[config.mk]
export PLATFORM = sky130hd
export DESIGN_NAME = decode_stage_flat
export DESIGN_NICKNAME = d
export VERILOG_FILES = /design/src/rtl/rv32_pkg.sv /design/src/rtl/decode_stage_if.sv /design/src/rtl/decode_regfile.sv /design/src/rtl/decode_stage.sv /design/src/flat_wrapper.sv
export SDC_FILE = /design/constraint.sdc
export NUM_CORES = 2
export LEC_CHECK = 0
export ABC_CLOCK_PERIOD_IN_PS = 58800
export CAP_MARGIN = 20
export CORE_MARGIN = 2
export CORE_UTILIZATION = 45
export DETAILED_ROUTE_END_ITERATION = 6
export PLACE_DENSITY_LB_ADDON = 0.3
export SLEW_MARGIN = 40
export SYNTH_ARGS = -nofsm -noshare
export SYNTH_HDL_FRONTEND = slang
export SYNTH_SLANG_ARGS = --single-unit
export TNS_END_PERCENT = 1
[constraint.sdc]
create_clock -name clk -period 58.8 [get_ports clk]
set_clock_uncertainty 0.2 [all_clocks]
set_input_delay 11.76 -clock clk [delete_from_list [all_inputs] [get_ports clk]]
set_output_delay 11.76 -clock clk [all_outputs]
set_load 0.03 [all_outputs]
[src/rtl/rv32_pkg.sv]
// rv32_pkg: RV32 opcodes, one-hot format indices and the ID/EX payload shared by the decode stage.
package rv32_pkg;
   localparam int XLEN = 32;
   localparam logic [6:0] OP     = 7'b0110011;
   localparam logic [6:0] OP_IMM = 7'b0010011;
   localparam logic [6:0] LOAD   = 7'b0000011;
   localparam logic [6:0] STORE  = 7'b0100011;
   localparam logic [6:0] BRANCH = 7'b1100011;
   localparam logic [6:0] JAL    = 7'b1101111;
   localparam logic [6:0] JALR   = 7'b1100111;
   localparam logic [6:0] LUI    = 7'b0110111;
   localparam logic [6:0] AUIPC  = 7'b0010111;
   localparam logic [6:0] SYSTEM = 7'b1110011;
   localparam int F_R = 0;
   localparam int F_I = 1;
   localparam int F_S = 2;
   localparam int F_B = 3;
   localparam int F_U = 4;
   localparam int F_J = 5;
   typedef struct packed {
      logic [XLEN-1:0] pc;
      logic [6:0]      opcode;
      logic [4:0]      rd;
      logic [2:0]      funct3;
      logic [6:0]      funct7;
      logic [4:0]      rs1;
      logic [4:0]      rs2;
      logic [XLEN-1:0] rs1_data;
      logic [XLEN-1:0] rs2_data;
      logic [XLEN-1:0] imm;
      logic [5:0]      fmt;
      logic            illegal;
   } idex_t;
   function automatic logic reg_ok(input logic [4:0] a, input int n);
      return {27'd0, a} < n;
   endfunction
endpackage

[src/rtl/decode_stage_if.sv]
// decode_stage_if: fetch-to-decode valid/ready handshake carrying the instruction word and its PC.
interface decode_stage_if;
   import rv32_pkg::*;
   logic            valid;
   logic            ready;
   logic [XLEN-1:0] inst;
   logic [XLEN-1:0] pc;
   modport master (output valid, inst, pc, input ready);
   modport slave (input valid, inst, pc, output ready);
endinterface

[src/rtl/decode_regfile.sv]
// decode_regfile: NUM_REGS x XLEN register file, x0 reads zero, two combinational read ports.
// Define DECODE_WB_BYPASS_EN to return same-cycle writeback data on a matching read (write-first).
module decode_regfile
   import rv32_pkg::*;
#(
   parameter int NUM_REGS = 32
) (
   input  logic            clk,
   input  logic            rst,
   input  logic            i_wen,
   input  logic [4:0]      i_waddr,
   input  logic [XLEN-1:0] i_wdata,
   input  logic [4:0]      i_raddr1,
   input  logic [4:0]      i_raddr2,
   output logic [XLEN-1:0] o_rdata1,
   output logic [XLEN-1:0] o_rdata2
);
   localparam int AW = $clog2(NUM_REGS);
   logic [XLEN-1:0] r_regs [NUM_REGS];
   logic            w_we;
   assign w_we = i_wen & (i_waddr != 5'd0) & reg_ok(i_waddr, NUM_REGS);
   always_ff @(posedge clk or posedge rst)
      if (rst) for (int i = 0; i < NUM_REGS; i++) r_regs[i] <= '0;
      else if (w_we) r_regs[i_waddr[AW-1:0]] <= i_wdata;
   function automatic logic [XLEN-1:0] rd_port(input logic [4:0] a);
      if (a == 5'd0 || !reg_ok(a, NUM_REGS)) return '0;
`ifdef DECODE_WB_BYPASS_EN
      if (w_we && i_waddr == a) return i_wdata;
`endif
      return r_regs[a[AW-1:0]];
   endfunction
   always_comb begin
      o_rdata1 = rd_port(i_raddr1);
      o_rdata2 = rd_port(i_raddr2);
   end
endmodule

[src/rtl/decode_stage.sv]
// decode_stage: RV32I/RV32E decode into an ID/EX register with flush, back-pressure and load-use stall.
// Optional DECODE_WB_BYPASS_EN (in decode_regfile) forwards same-cycle writeback data to operand reads.
module decode_stage
   import rv32_pkg::*;
#(
   parameter logic [XLEN-1:0] RESET_ADDR = 32'h00000000,
   parameter int              NUM_REGS   = 32
) (
   input  logic            clk,
   input  logic            rst,
   decode_stage_if.slave   i_fetch,
   input  logic            i_flush,
   input  logic            i_rd_wen,
   input  logic [4:0]      i_rd_waddr,
   input  logic [XLEN-1:0] i_rd_wdata,
   output logic            o_valid,
   input  logic            i_ready,
   output logic [XLEN-1:0] o_pc,
   output logic [6:0]      o_opcode,
   output logic [4:0]      o_rd,
   output logic [2:0]      o_funct3,
   output logic [6:0]      o_funct7,
   output logic [4:0]      o_rs1_addr,
   output logic [4:0]      o_rs2_addr,
   output logic [XLEN-1:0] o_rs1_rdata,
   output logic [XLEN-1:0] o_rs2_rdata,
   output logic [XLEN-1:0] o_immediate,
   output logic [5:0]      o_format,
   output logic            o_illegal
);
   idex_t           w_next, r_q;
   logic            r_valid, w_hazard, w_adv, w_acc, w_uj, w_illegal;
   logic [XLEN-1:0] w_inst, w_imm, w_rs1_data, w_rs2_data;
   logic [5:0]      w_fmt;
   logic [4:0]      w_rd, w_rs1, w_rs2;
   assign w_inst     = i_fetch.inst;
   assign w_fmt[F_R] = w_inst[6:0] == OP;
   assign w_fmt[F_I] = w_inst[6:0] inside {OP_IMM, LOAD, JALR, SYSTEM};
   assign w_fmt[F_S] = w_inst[6:0] == STORE;
   assign w_fmt[F_B] = w_inst[6:0] == BRANCH;
   assign w_fmt[F_U] = w_inst[6:0] inside {LUI, AUIPC};
   assign w_fmt[F_J] = w_inst[6:0] == JAL;
   assign w_uj       = w_fmt[F_U] | w_fmt[F_J];
   assign w_rd       = (w_fmt[F_S] | w_fmt[F_B]) ? 5'd0 : w_inst[11:7];
   assign w_rs1      = w_uj ? 5'd0 : w_inst[19:15];
   assign w_rs2      = (w_uj | w_fmt[F_I]) ? 5'd0 : w_inst[24:20];
   assign w_imm = w_fmt[F_I] ? {{20{w_inst[31]}}, w_inst[31:20]} :
                  w_fmt[F_S] ? {{20{w_inst[31]}}, w_inst[31:25], w_inst[11:7]} :
                  w_fmt[F_B] ? {{20{w_inst[31]}}, w_inst[7], w_inst[30:25], w_inst[11:8], 1'b0} :
                  w_fmt[F_U] ? {w_inst[31:12], 12'd0} :
                  w_fmt[F_J] ? {{12{w_inst[31]}}, w_inst[19:12], w_inst[20], w_inst[30:21], 1'b0} : '0;
   assign w_illegal = ~|w_fmt | ~reg_ok(w_rd, NUM_REGS) | ~reg_ok(w_rs1, NUM_REGS) | ~reg_ok(w_rs2, NUM_REGS);
   // A held load whose rd feeds the incoming instruction must leave before the dependent is accepted.
   assign w_hazard = r_valid & (r_q.opcode == LOAD) & (r_q.rd != 5'd0) & i_fetch.valid &
                     ((r_q.rd == w_rs1) | (r_q.rd == w_rs2));
   assign w_adv         = ~r_valid | i_ready;
   assign i_fetch.ready = w_adv & ~w_hazard & ~i_flush;
   assign w_acc         = i_fetch.valid & i_fetch.ready;
   assign w_next = '{pc: i_fetch.pc, opcode: w_inst[6:0], rd: w_rd,
                     funct3: w_uj ? 3'd0 : w_inst[14:12], funct7: w_fmt[F_R] ? w_inst[31:25] : 7'd0,
                     rs1: w_rs1, rs2: w_rs2, rs1_data: w_rs1_data, rs2_data: w_rs2_data,
                     imm: w_imm, fmt: w_illegal ? 6'd0 : w_fmt, illegal: w_illegal};
   decode_regfile #(.NUM_REGS(NUM_REGS)) u_rf (
      .clk      (clk),
      .rst      (rst),
      .i_wen    (i_rd_wen),
      .i_waddr  (i_rd_waddr),
      .i_wdata  (i_rd_wdata),
      .i_raddr1 (w_rs1),
      .i_raddr2 (w_rs2),
      .o_rdata1 (w_rs1_data),
      .o_rdata2 (w_rs2_data)
   );
   always_ff @(posedge clk or posedge rst)
      if (rst) begin
         r_valid <= 1'b0;
         r_q     <= '0;
         r_q.pc  <= RESET_ADDR;
      end else if (i_flush) r_valid <= 1'b0;
      else if (w_adv) begin
         r_valid <= w_acc;
         if (w_acc) r_q <= w_next;
      end
   assign o_valid     = r_valid;
   assign o_pc        = r_q.pc;
   assign o_opcode    = r_q.opcode;
   assign o_rd        = r_q.rd;
   assign o_funct3    = r_q.funct3;
   assign o_funct7    = r_q.funct7;
   assign o_rs1_addr  = r_q.rs1;
   assign o_rs2_addr  = r_q.rs2;
   assign o_rs1_rdata = r_q.rs1_data;
   assign o_rs2_rdata = r_q.rs2_data;
   assign o_immediate = r_q.imm;
   assign o_format    = r_q.fmt;
   assign o_illegal   = r_q.illegal;
endmodule
[src/flat_wrapper.sv]
// flat-port wrapper written by rule: the top's interface ports become plain ports
module decode_stage_flat import rv32_pkg::*;
#(
   parameter logic [XLEN-1:0] RESET_ADDR = 32'h00000000,
   parameter int              NUM_REGS   = 32
)
  (clk, rst, i_flush, i_rd_wen, i_rd_waddr, i_rd_wdata, o_valid, i_ready, o_pc, o_opcode, o_rd, o_funct3, o_funct7, o_rs1_addr, o_rs2_addr, o_rs1_rdata, o_rs2_rdata, o_immediate, o_format, o_illegal, i_fetch_valid, i_fetch_inst, i_fetch_pc, i_fetch_ready);
  decode_stage_if i_fetch_i ();
  input  logic clk;
  input  logic rst;
  input  logic i_flush;
  input  logic i_rd_wen;
  input  logic [4:0] i_rd_waddr;
  input  logic [XLEN-1:0] i_rd_wdata;
  output logic o_valid;
  input  logic i_ready;
  output logic [XLEN-1:0] o_pc;
  output logic [6:0] o_opcode;
  output logic [4:0] o_rd;
  output logic [2:0] o_funct3;
  output logic [6:0] o_funct7;
  output logic [4:0] o_rs1_addr;
  output logic [4:0] o_rs2_addr;
  output logic [XLEN-1:0] o_rs1_rdata;
  output logic [XLEN-1:0] o_rs2_rdata;
  output logic [XLEN-1:0] o_immediate;
  output logic [5:0] o_format;
  output logic o_illegal;
  input wire logic [$bits(i_fetch_i.valid)-1:0] i_fetch_valid;
  input wire logic [$bits(i_fetch_i.inst)-1:0] i_fetch_inst;
  input wire logic [$bits(i_fetch_i.pc)-1:0] i_fetch_pc;
  output wire logic [$bits(i_fetch_i.ready)-1:0] i_fetch_ready;
  assign i_fetch_i.valid = i_fetch_valid;
  assign i_fetch_i.inst = i_fetch_inst;
  assign i_fetch_i.pc = i_fetch_pc;
  assign i_fetch_ready = i_fetch_i.ready;
  decode_stage #(.RESET_ADDR(RESET_ADDR), .NUM_REGS(NUM_REGS)) u_core (.clk(clk), .rst(rst), .i_fetch(i_fetch_i), .i_flush(i_flush), .i_rd_wen(i_rd_wen), .i_rd_waddr(i_rd_waddr), .i_rd_wdata(i_rd_wdata), .o_valid(o_valid), .i_ready(i_ready), .o_pc(o_pc), .o_opcode(o_opcode), .o_rd(o_rd), .o_funct3(o_funct3), .o_funct7(o_funct7), .o_rs1_addr(o_rs1_addr), .o_rs2_addr(o_rs2_addr), .o_rs1_rdata(o_rs1_rdata), .o_rs2_rdata(o_rs2_rdata), .o_immediate(o_immediate), .o_format(o_format), .o_illegal(o_illegal));
endmodule
[Word-level counts from Yosys, hierarchy flattened]
Cells that the tools add are included.
Word-level totals
  output and inout bits: 169
  bits in writable memories: 0
  latch bits: 0
  memories: 0
  ROM bits: 0
  register bits: 1192
  word-level logic and storage cells: 120
Cells by class
  divide/modulo/power cells: 0
  multipliers: 0
  $add $sub $neg: 0
  reduce and logical (&&, ||, !) cells: 11
  $lt $le $gt $ge: 4
  equality and inequality tests: 13
  bitwise operators: 19
  shift-type cells: 0
  mux-type cells: 28
Operators by type and width (number)
  $bwmux W1024: 1
  $mux W32: 14
  $bmux W32 S5: 2
  $demux W32 S5: 1
  $eq A7 B7 Y1 const B: 4
  $eq A7 B6 Y1 const B: 3
  $ge A6 B6 Y1 const B: 3
  $not A5 Y6: 3
  $mux W5: 3
  $eq A7 B2 Y1 const B: 2
  $eq A7 B5 Y1 const B: 2
  $eq A5 B5 Y1: 2
  $logic_not A5 Y1: 2
  $reduce_bool A5 Y1: 2
  $and A1 B1 Y1: 8
  $mux W7: 1
  $lt A6 B1 Y1 const B: 1
  $mux W6: 1
  $reduce_or A6 Y1: 1
  $or A1 B1 Y1: 5
  $mux W1: 4
  $reduce_bool A2 Y1: 2
  $reduce_bool A4 Y1: 1
  $mux W3: 1
  4 further kinds: 6

[Longest topological paths before layout]
  word-level depth: 14
  depth in mapped cells: 12
  gate-level depth less buffers: 7

[Cells and area by module]
A second synthesis with hierarchy kept.
Unflattened totals
  cells, all modules: 4150
  area total of the unflattened synthesis: 62192.1 sq um
By module, submodules not included
  decode_regfile: cells an instance 3617, area each 54723.7 sq um, times used 1
  decode_stage: cells an instance 533, area each 7468.4 sq um, times used 1

[Least setup slack after synthesis]
OpenSTA, ideal clock, no wires.
  path type: input -> output
  start: input port i_fetch_inst[6]
  end: output port i_fetch_ready
  required time: 46.840 ns
  stages: 8
  arrival time: 13.384 ns
  buffers on the path: 2
  setup slack: 33.456 ns
  cell sequence: buf_2 and3_1 and2_0 clkbuf_1 nor3_2 xnor2_1 o31ai_1 nor2_1
On the way
  word-level cells in the longest chain between the ends: 11
Ends and longest elaborated chain
  start: declaration: line flat_wrapper.sv:30  | input wire logic [$bits(i_fetch_i.inst)-1:0] i_fetch_inst;
  $eq A7 B6 Y1 or $eq A7 B5 Y1 (tied branches): line decode_stage.sv:41  | assign w_fmt[F_U] = w_inst[6:0] inside {LUI, AUIPC};
  $reduce_bool A2 Y1: line decode_stage.sv:41
  $or A1 B1 Y1: line decode_stage.sv:43  | assign w_uj = w_fmt[F_U] | w_fmt[F_J];
  $or A1 B1 Y1: line decode_stage.sv:46  | assign w_rs2 = (w_uj | w_fmt[F_I]) ? 5'd0 : w_inst[24:20];
  $mux W5: line decode_stage.sv:46
  $eq A5 B5 Y1: line decode_stage.sv:55  | ((r_q.rd == w_rs1) | (r_q.rd == w_rs2));
  $or A1 B1 Y1 *: line decode_stage.sv:55
  $and A1 B1 Y1 *: line decode_stage.sv:54  | assign w_hazard = r_valid & (r_q.opcode == LOAD) & (r_q.rd != 5'd0) & i_fetch.valid &
  $not A1 Y1 *: line decode_stage.sv:57  | assign i_fetch.ready = w_adv & ~w_hazard & ~i_flush;
  $and A1 B1 Y1 * (2 in series): line decode_stage.sv:57
  end: declaration: line flat_wrapper.sv:32  | output wire logic [$bits(i_fetch_i.ready)-1:0] i_fetch_ready;
Every way passes the cells marked *; elsewhere a longest branch is shown, timed or not.

[Worst setup path in the final report]
Same ends and word-level chain as after synthesis.

==> impl_metrics.yaml <==
detailed_routing:
  via_count: 50433
  drt_iter0_drc: 6707
  drt-pass1-iter-count: 7
  wl_per_cell_um: 33.4
  detail-route-antenna-nets: 0
  vias_per_cell: 6.90
  drc: 1
  wirelength_um: 244000
power:
  leakage_uw: 0.0319
  p_int_uw: 1720
  total_power_uw: 2470
  switching_share_pct: 30.3
  peakVddDrop_uv: 27.5
  p_clk_share_pct: 33.8
  power_switching_uw: 747
  combPwrFrac_pct: 22.0
  power_frac_seq_pct: 44.2
  power_density_nw_per_um2: 34.1
die:
  initial_core_util_pct: 45.1
  core_region_area_um2: 141000
  die_h_um: 380
  ios: 276
  dieArea_um2: 145000
  die_x_um: 380
  rows: 138
placement:
  place_congestion: 0.914
  dpl.hpwl_um: 136000
  portBuffers: 275
  placed_area_um2: 67900
cts:
  htree_levels: 4
  clkLatencyLatePin_ps: 790
  cts_buffers: 132
  clk_pin_slew_ps: 60
  tritoncts: "built"
  cts_max_path_buffers: 3
  cts_setup_buffers: 0
  cts_sinks: 1192
  post_cts_resized: 0
  cts-root-buf: "clkbuf_16"
  hold_buffers: 0
worst_setup_path:
  crit_type: "input pin to output pin"
  r2r-start: "u_core.o_opcode[5]"
  required_ps: 46840
  cp-endpoint: "i_fetch_ready"
  cp.depth: 9
  reg2reg_setup_slack_ps: 54180
  r2r_cells: 9
  critical_path.top_delay_family: "buffers and inverters"
  r2r-end: "u_core.o_rs2_addr[1]"
  slowest_stage: "clkdlybuf4s50_1"
  crit_arrival_ps: 15030
  cp_slowest_stage_delay_ps: 660
  startpoint_type: "input pin"
  path_buf_inv: 3
  worst_setup_path_end_kind: "output pin"
  crit_top_cell: "clkdlybuf4s50_1"
  path_max_fanout: 38
  cp-startpoint: "i_fetch_inst[6]"
  crit_chain: "clkdlybuf4s50_1 > nor3b_1 > nand2_2 > buf_4 > nand4_1 > xnor2_1 > nor4_1 > nor2_1 > clkdlybuf4s50_1"
cells_and_area:
  n_fill_cell: 12395
  area_growth_pct: 13.6
  num-nets-final: 5418
  finish.utilization_pct: 51.3
  layout-drive-gt1-share_pct: 31.3
  final_area_um2: 72300
yosys:
  synth_seq_cells: 1192
  synth_nets: 5477
  synth_edf_count: 0
  syn_inst: 5370
  async_flop_share_pct: 100
  yosys-top-cells-area: "dfrtp_1 (47%), mux2_2 (21%), mux2i_1 (7.9%), clkbuf_1 (2.8%), a221o_1 (2.1%)"
  yosys.area.top_type_share_pct: 46.8
  synth_most_common_cell: "mux2_2"
  yosysSeqAreaShare_pct: 46.8
  yosysTopAreaCell: "dfrtp_1"
  yosysUniqueCellTypes: 74
  synth-main-ff-cell: "dfrtp_1"
  avgSynthCellArea_um2: 11.9
  synth_warnings: 0
  synth_area_um2: 63700
  synth_common_cells: "mux2_2 (1195), dfrtp_1 (1192), mux2i_1 (502)"
timing:
  setup_viol: 0
  rsz0062_at_grt: "false"
  timing.hold.ws_ps: 232
  report.final.slew_viol_count: 0
  finalHoldViolCount: 0
  setup_tns_ps: 0
  fmax_mhz: 37.0
  max_slew_margin_pct: 35.7
  fin_crit_ps: 26990
  fin_crit_sh_pct: 45.9
  worstMarginPinSlew_ps: 959
grt:
  antenna_found_initial: 20
  grt_pass1_vias: 49681
  grt_pass1_wl_um: 352000
  grt-ovfl-total: 0
  grt_max_degree: 106
  grt_usage_pct: 33.0
job:
  cap_violations: 0
hold_path:
  hold_path_class: "flip-flop to flip-flop"
run_status:
  status: "finished with violations"
  violations: "design-rule violations"
==> stage by stage <==
step	instances	worst slack, ps
finish	7305	31810
global route	7298	31690
CTS	7293	31870
detailed placement	7066	31870
global placement	7056	31870
floorplan	5370	13260
==> area by class of cell <==
class	count	area (um^2)	share of cell area, %
multi-input combinational	3510	31700	43.8
timing repair buffer	412	3910	5.40
clock inverter	26	244	0.337
tap	1890	2360	3.27
clock buffer	201	4000	5.54
inverter	63	253	0.350
sequential	1192	29800	41.3
antenna	11	27.5	0.0381
==> routing by layer <==
| layer | vias to the layer above | routed length (um) | GRT usage (%) |
|---|---|---|---|
| met5 | - | 149 | 0.595 |
| met4 | 8 | 10600 | 13.6 |
| met3 | 700 | 30700 | 11.5 |
| met2 | 3493 | 105000 | 48.2 |
| met1 | 25960 | 97800 | 44.5 |
| li1 | 20272 | - | - |
==> power by group through the flow <==
| stage | clock [uW] | combinational, uW | sequential (uW) |
|---|---|---|---|
| after CTS | 840 | 535 | 1080 |
| after detailed placement | 0 | 532 | 1100 |
| after global placement | 0 | 522 | 1090 |
| after floorplan | 0 | 346 | 1100 |
| final | 834 | 543 | 1090 |
| after global routing | 875 | 574 | 1110 |
==> registers in the layout, summed over array words and instances, names as in the netlist <==
register	flops
u_core.o_immediate	32
u_core.u_rf.r_regs	1024
u_core.o_opcode	7
u_core.o_rs1_rdata	32
u_core.o_rs2_addr	5
u_core.o_illegal	1
u_core.o_funct7	7
u_core.o_pc	32
u_core.o_rd	5
u_core.o_valid	1
u_core.o_format	6
u_core.o_rs1_addr	5
u_core.o_funct3	3
u_core.o_rs2_rdata	32
==> cells in the final DEF (no fill, tap or decap), drive strengths merged, types with 11 or more instances in the layout <==
cell,Yosys,layout
a2111o,19,19
a2111oi,29,29
a211oi,92,92
a21o,37,37
a21oi,144,144
a221o,135,135
a221oi,16,16
a22o,35,35
a22oi,32,32
a2bb2oi,12,12
a31oi,17,17
a32o,19,19
a41oi,15,15
buf,137,171
clkbuf,468,202
clkdlybuf4s50,0,240
clkinv,0,20
dfrtp,1192,1192
diode,0,11
inv,63,64
mux2,1207,1207
mux2i,502,502
mux4,43,43
nand2,149,149
nand3,14,14
nor2,229,229
nor2b,13,13
nor3,27,27
nor4,44,44
o211a,12,12
o211ai,111,111
o21ai,171,171
o221ai,19,19
o22a,53,53
o22ai,133,133
o2bb2ai,31,31
o311a,30,30
o311ai,19,19
o32ai,29,29
==> logic make-up (layout without fill, tap and decap cells) <==
family / Yosys count / after routing / share of synthesized area, %
muxes: 1752 / 1752 / 30.8
AOI/OAI and AO/OA: 1226 / 1226 / 14.4
DFF: 1192 / 1192 / 46.8
buffers and inverters: 668 / 702 / 4.16
and+or+nand+nor: 529 / 529 / 3.76
xor gates and xnor gates: 3 / 3 / 0.0413
other: 0 / 11 / 0
==> worst min path at each step <==
stage | startpoint | end | slack, ps | depth (start not counted)
after floorplan | u_core.u_rf.r_regs[1022] | u_core.u_rf.r_regs[1022] | 270 | 1
after detailed placement | u_core.u_rf.r_regs[1006] | u_core.u_rf.r_regs[1006] | 210 | 0
after global routing | u_core.u_rf.r_regs[1018] | u_core.u_rf.r_regs[1018] | 240 | 0
final | u_core.u_rf.r_regs[1022] | u_core.u_rf.r_regs[1022] | 230 | 0
after CTS | u_core.u_rf.r_regs[1006] | u_core.u_rf.r_regs[1006] | 230 | 0
after global placement | u_core.u_rf.r_regs[1009] | u_core.u_rf.r_regs[1009] | 210 | 0
(Power assumes the default switching activity.)
